**config.mk**
```make
export PLATFORM = sky130hd
export DESIGN_NAME = multicycle_control
export DESIGN_NICKNAME = d
export VERILOG_FILES = /design/src/rtl/multicycle_control.sv
export SDC_FILE = /design/constraint.sdc
export NUM_CORES = 1
export LEC_CHECK = 0
export CORE_MARGIN = 10
export CORE_UTILIZATION = 37
export CTS_CLUSTER_SIZE = 24
export DETAILED_ROUTE_END_ITERATION = 8
export GPL_ROUTABILITY_DRIVEN = 0
export GPL_TIMING_DRIVEN = 0
export PLACE_DENSITY = 0.74
export SLEW_MARGIN = 20
export SYNTH_ARGS = -nofsm -noshare
export SYNTH_HDL_FRONTEND = slang
export SYNTH_SLANG_ARGS = --single-unit
```
**constraint.sdc**
```tcl
create_clock -name clk -period 2.22 [get_ports clk]
set_clock_uncertainty 0.15 [all_clocks]
set_input_delay 0.555 -clock clk [delete_from_list [all_inputs] [get_ports clk]]
set_output_delay 0.555 -clock clk [all_outputs]
set_load 0.005 [all_outputs]
```
**src/rtl/multicycle_control.sv**
```systemverilog
// +----------------------------------------------------------------------------+
// | multicycle_control: main control FSM for the multi-cycle MIPS datapath.    |
// | Optional feature macro: MCTRL_JUMP_EN (builds the JUMP state).             |
// | Revision: 1.0                                                              |
// +----------------------------------------------------------------------------+
`default_nettype none

module multicycle_control (
  input  logic       clk,
  input  logic       rst_n,
  input  logic [5:0] opcode,
  input  logic       mem_ready,
  output logic       pc_write,
  output logic       pc_write_cond,
  output logic [1:0] pc_source,
  output logic       i_or_d,
  output logic       mem_read,
  output logic       mem_write,
  output logic       ir_write,
  output logic       mem_to_reg,
  output logic       reg_dst,
  output logic       reg_write,
  output logic       alu_src_a,
  output logic [1:0] alu_src_b,
  output logic [1:0] alu_op,
  output logic       illegal_op,
  output logic [3:0] state
);

  localparam logic [5:0] c_op_r    = 6'b000000;
  localparam logic [5:0] c_op_lw   = 6'b100011;
  localparam logic [5:0] c_op_sw   = 6'b101011;
  localparam logic [5:0] c_op_beq  = 6'b000100;
  localparam logic [5:0] c_op_andi = 6'b001100;
`ifdef MCTRL_JUMP_EN
  localparam logic [5:0] c_op_j    = 6'b000010;
`endif

  typedef enum logic [3:0] {
    S_FETCH   = 4'd0,
    S_DECODE  = 4'd1,
    S_MEMADR  = 4'd2,
    S_MEMRD   = 4'd3,
    S_MEMWB   = 4'd4,
    S_MEMWR   = 4'd5,
    S_EXEC    = 4'd6,
    S_RWB     = 4'd7,
    S_BRANCH  = 4'd8,
    S_ANDI_EX = 4'd9,
`ifdef MCTRL_JUMP_EN
    S_ANDI_WB = 4'd10,
    S_JUMP    = 4'd11
`else
    S_ANDI_WB = 4'd10
`endif
  } state_t;

  state_t r_state;
  state_t w_next;

  always_ff @(posedge clk or negedge rst_n) begin
    if (!rst_n) r_state <= S_FETCH;
    else        r_state <= w_next;
  end

  assign state = r_state;

  always_comb begin
    w_next        = S_FETCH;
    pc_write      = 1'b0;
    pc_write_cond = 1'b0;
    pc_source     = 2'b00;
    i_or_d        = 1'b0;
    mem_read      = 1'b0;
    mem_write     = 1'b0;
    ir_write      = 1'b0;
    mem_to_reg    = 1'b0;
    reg_dst       = 1'b0;
    reg_write     = 1'b0;
    alu_src_a     = 1'b0;
    alu_src_b     = 2'b00;
    alu_op        = 2'b00;
    illegal_op    = 1'b0;
    case (r_state)
      S_FETCH: begin
        mem_read  = 1'b1;
        alu_src_b = 2'b01;
        // Strobes masked by rst_n so nothing commits while reset is held.
        pc_write  = mem_ready & rst_n;
        ir_write  = mem_ready & rst_n;
        w_next    = mem_ready ? S_DECODE : S_FETCH;
      end
      S_DECODE: begin
        alu_src_b = 2'b11;
        case (opcode)
          c_op_lw, c_op_sw: w_next = S_MEMADR;
          c_op_r:           w_next = S_EXEC;
          c_op_beq:         w_next = S_BRANCH;
          c_op_andi:        w_next = S_ANDI_EX;
`ifdef MCTRL_JUMP_EN
          c_op_j:           w_next = S_JUMP;
`endif
          default: begin
            illegal_op = 1'b1;
            w_next     = S_FETCH;
          end
        endcase
      end
      S_MEMADR: begin
        alu_src_a = 1'b1;
        alu_src_b = 2'b10;
        w_next    = (opcode == c_op_sw) ? S_MEMWR : S_MEMRD;
      end
      S_MEMRD: begin
        mem_read = 1'b1;
        i_or_d   = 1'b1;
        w_next   = mem_ready ? S_MEMWB : S_MEMRD;
      end
      S_MEMWB: begin
        mem_to_reg = 1'b1;
        reg_write  = 1'b1;
      end
      S_MEMWR: begin
        mem_write = 1'b1;
        i_or_d    = 1'b1;
        w_next    = mem_ready ? S_FETCH : S_MEMWR;
      end
      S_EXEC: begin
        alu_src_a = 1'b1;
        alu_op    = 2'b10;
        w_next    = S_RWB;
      end
      S_RWB: begin
        reg_dst   = 1'b1;
        reg_write = 1'b1;
      end
      S_BRANCH: begin
        alu_src_a     = 1'b1;
        alu_op        = 2'b01;
        pc_write_cond = 1'b1;
        pc_source     = 2'b01;
      end
      S_ANDI_EX: begin
        alu_src_a = 1'b1;
        alu_src_b = 2'b10;
        alu_op    = 2'b11;
        w_next    = S_ANDI_WB;
      end
      S_ANDI_WB: begin
        reg_write = 1'b1;
      end
`ifdef MCTRL_JUMP_EN
      S_JUMP: begin
        pc_write  = 1'b1;
        pc_source = 2'b10;
      end
`endif
      default: w_next = S_FETCH;
    endcase
  end

endmodule

`default_nettype wire

```
# Word-level counts from Yosys, hierarchy flattened
# Cells that the tools add are included.
# totals
reg_bits	4
in_bits	9
output_inout_bits	21
word_cells	45
# op_classes
eq_ne	14
muxes	20
n_bitwise	1
reduce_logical	9
# op_table
op	count
4-bit one-hot mux with 7 select lines	1
4-bit by 3-bit == test with 1-bit output (second input constant)	4
4-bit one-hot mux with 4 select lines	1
1-bit 2-to-1 mux	13
4-bit == test (second input constant)	3
6-bit == test (second input constant)	2
2-bit one-hot mux with 3 select lines	2
3-bit 2-to-1 mux	3
4-bit by 2-bit == test with 1-bit output (second input constant)	2
2-bit OR reduction	4
6-bit by 3-bit == test with 1-bit output (second input constant)	1
6-bit by 4-bit == test with 1-bit output (second input constant)	1
6-bit logical NOT	1
5-bit OR reduction	1
4-bit by 1-bit == test with 1-bit output (second input constant)	1
4-bit logical NOT	1
4-bit OR reduction	1
3-bit OR reduction	1
1-bit AND	1

# Longest topological paths before layout
# depth
ltp_word	4
ltp_mapped	5
depth_no_buf	3

# Worst setup path after synthesis
# No wires, ideal clock.
# synth_timing
kind	register -> output
from	register r_state[3] (netlist: state[3])
to	output port pc_write
t_arrival_ps	1394
path_slack_ps	121
path_stages_with_launch	6
cell_sequence	dfrtp_1 -> buf_6 -> or2_1 -> buf_6 -> nor4_1 -> buf_4
# synth_via
elab_chain_len	2
# synth_lines
item	line_no	text
start: declaration	58	state_t r_state;
start signal: assignment	63	else r_state <= w_next;
4-bit logical NOT	--	
1-bit 2-to-1 mux	--	
end: declaration	13	output logic pc_write,
# No other way between the ends.

# Final worst setup path
# layout_timing
from	register r_state[3] (netlist: state[3])
to	output port pc_write
# layout_via
elab_chain_len	2
# layout_lines
item	line_no	text
4-bit logical NOT	84	case (r_state)
1-bit 2-to-1 mux	84	
# No other way between the ends.

==> results_dict.tcl <==
set metrics [dict create \
    rows 13 \
    path_cells "buf_6, or2_1, buf_6, nor4_4, buf_4, buf_6" \
    intPower_mw 0.5549 \
    cts_tree "yes" \
    cts_inserted_buffers 3 \
    path_clk_slew_ps 40 \
    clock_path_buffers 2 \
    drcViolationCount 0 \
    dieArea_um2 3384 \
    final_area_um2 968.4 \
    yosysTopAreaCellShare 0.1856 \
    synth-simple-area-share 0.4524 \
    use_met3 0.05011 \
    muxShareOfSynthArea 0 \
    core_area_um2 1334 \
    dr.first_iter.drc_count 10 \
    power.switching_mw 0.3616 \
    ctsHoldBuffers 0 \
    p_per_area_nw_per_um2 946.4 \
    drv_cap 0 \
    vias 683 \
    drv_slew 0 \
    synthAdderAreaFrac 0 \
    start_util 0.4043 \
    die_h_um 58.18 \
    clock-root-buffer "clkbuf_4" \
    via_per_inst 5.553 \
    use_met1 0.1068 \
    nFillCells 118 \
    met2_usage 0.1963 \
    synth_nets 78 \
    synth-edff-count 0 \
    placed_area_um2 838.3 \
    drive_above_1_share 0.4259 \
    peakVddDrop_mv 0.5893 \
    wl_um 1767 \
    dr.pass1.iters 4 \
    clock_latency_ps 240 \
    hold_path.class "in -> async" \
    ant_nets 0 \
    multiInputGateArea_um2 446.7 \
    ys_ff_latch 4 \
    start_kind "flop" \
    grt_use_total 0.1071 \
    grt_pass1_wl_um 3036 \
    cp_max_fo 7 \
    ys_async_sr_fraction 1.000 \
    whs_ps 83.62 \
    fmax_ghz 0.4538 \
    tightest_slew_ps 533.5 \
    gr-total-overflow 0 \
    yosysUniqueCellTypes 34 \
    synth_largest_area_cell "dfrtp_1" \
    path_class "reg -> out" \
    finish.net_count 119 \
    largest_reg_flops 4 \
    relSlewSlack 0.6416 \
    slowest_stage "dfrtp_1" \
    wl_per_cell_um 14.37 \
    synth-warning-count 0 \
    cts.sinks 4 \
    ys_top_cells_by_area "dfrtp_1, buf_4, a2111oi_4" \
    cp-end-kind "primary output" \
    fin_crit_ps 2204 \
    comb_power_share 0.775 \
    hold_viol 0 \
    ys_seq_area_frac 0.1856 \
    p_clk_frac 0.097 \
    syn_inst 69 \
    rsz0062_at_grt "true" \
    finalPower_mw 0.9165 \
    busiest_layer "met2" \
    antenna_found_initial 0 \
    synth_top_family_by_area "simple AND/OR/NAND/NOR gates" \
    seq_area_um2 102.6 \
    arrival_ps 1500 \
    dieWidth_um 58.18 \
    status "complete, no violations" \
    grt_pass1_vias 694 \
    pwr-share-seq 0.128 \
    cpPeakStageDelay_ps 380 \
    syn_to_final_growth_pct 79.58 \
    setup_violations 0 \
    synth_area_per_cell_um2 7.815 \
    synthesis.area_um2 539.3 \
    synth_xor_area_frac 0.01624 \
    dp.final_hpwl_um 1304 \
    grt_max_degree 11 \
    ys.flop_type "dfrtp_1" \
    p_leak_nw 0.4665 \
    fin_crit_sh 0.9927 \
    io_pins 30 \
    htreeDepth 1 \
    timing.critical_path.mode_cell "buf_6" \
    cp.required_ps 1510 \
    swShare 0.3945 \
    synth_compound_area_frac 0.2135 \
    port_buffers 28 \
    antenna_cells 0 \
]
-- layout by cell type, fill, tap and decap left out, types with 2 or more instances in the layout --
master and instances:
nor3_1 4, buf_6 4, dlymetal6s2s_1 2, nor4_4 2, nor2_1 6, nand2_1 3, a311o_1 2, clkdlybuf4s50_1 4
nand2b_4 3, nor3b_1 3, dfrtp_2 2, dlygate4sd2_1 10, buf_4 14, dfrtp_1 2, clkbuf_4 3, nand4_1 2
a21oi_1 3, clkdlybuf4s15_1 2, buf_2 2, and2_1 2, clkbuf_2 6, o21ai_0 2
-- kinds of logic (layout without fill, tap and decap cells) --
kind of cell	Yosys count	in the layout
other	1	1
AOI/OAI and AO/OA	14	14
buffers and inverters	9	48
DFF	4	4
xor gates and xnor gates	1	1
and+or+nand+nor	40	40
-- power by group through the flow --
| stage | sequential [mW] | combinational, mW | clock (mW) |
|---|---|---|---|
| after floorplan | 0.122 | 0.339 | 0 |
| after global placement | 0.123 | 0.627 | 0 |
| after detailed placement | 0.124 | 0.630 | 0 |
| after CTS | 0.117 | 0.691 | 0.0929 |
| after global routing | 0.121 | 0.783 | 0.101 |
| final | 0.117 | 0.710 | 0.0893 |
-- path summary, 6_finish.rpt --
kind | from | to | slack, ps | cells after the start
setup / recovery | state[3]$_DFF_PN0_ | pc_write | 20 | 6
hold / removal | rst_n | state[3]$_DFF_PN0_ | 80 | 1
setup reg to reg | state[3]$_DFF_PN0_ | state[1]$_DFF_PN0_ | 620 | 6
hold reg to reg | state[3]$_DFF_PN0_ | state[0]$_DFF_PN0_ | 530 | 3
max in group asynchronous | rst_n | state[2]$_DFF_PN0_ | 1640 | 1
min in group clk | opcode[3] | state[0]$_DFF_PN0_ | 480 | 3
-- repair_timing --
| item | 4_1_cts | 5_1_grt |
|---|---|---|
| buffers inserted | 6 | 2 |
| pin swaps | 2 | 1 |
| resized for setup | 51 | 22 |
| setup endpoints to repair | 16 | 8 |
-- critical path, delay by kind of cell, from the launching register on --
kind / cells / cell delay, ps
buffers and inverters: 4 / 500
DFF: 1 / 380
and+or+nand+nor: 2 / 380
-- synthesized netlist by cell type (2+ instances only) --
cell type  n
nor2_1     7
nor3_1     5
buf_4      4
dfrtp_1    4
a21oi_1    3
buf_2      3
nand2_1    3
nor3b_1    3
o21ai_0    3
a311o_1    2
and2_1     2
and3_1     2
buf_6      2
nand2b_1   2
nand4_1    2
nor2b_1    2
nor4_1     2
or2_2      2
-- through the flow --
step | setup TNS (ps) | utilization | cells | worst slack [ps]
floorplan | 0 | - | 69 | 121.5
global placement | -2400 | 0.6285 | 112 | -712.0
detailed placement | -2588 | 0.6285 | 112 | -747.1
CTS | -146.4 | 0.7120 | 121 | -146.4
global route | -171.3 | 0.7261 | 123 | -71.02
finish | 0 | 0.7261 | 123 | 16.20
-- layer usage --
layer,vias to the layer above,wire length [um]
met3,0,149
met2,23,921
li1,331,-
met4,0,0
met1,329,696
met5,-,0
-- final cells by class --
| class | count | share of cell area |
|---|---|---|
| clock buffer | 3 | 0.02326 |
| sequential | 4 | 0.1059 |
| timing repair buffer | 36 | 0.3010 |
| tap | 15 | 0.01938 |
| buffer | 9 | 0.08915 |
| multi-input combinational | 56 | 0.4612 |
Note: power is estimated with default switching activity, not from simulation.
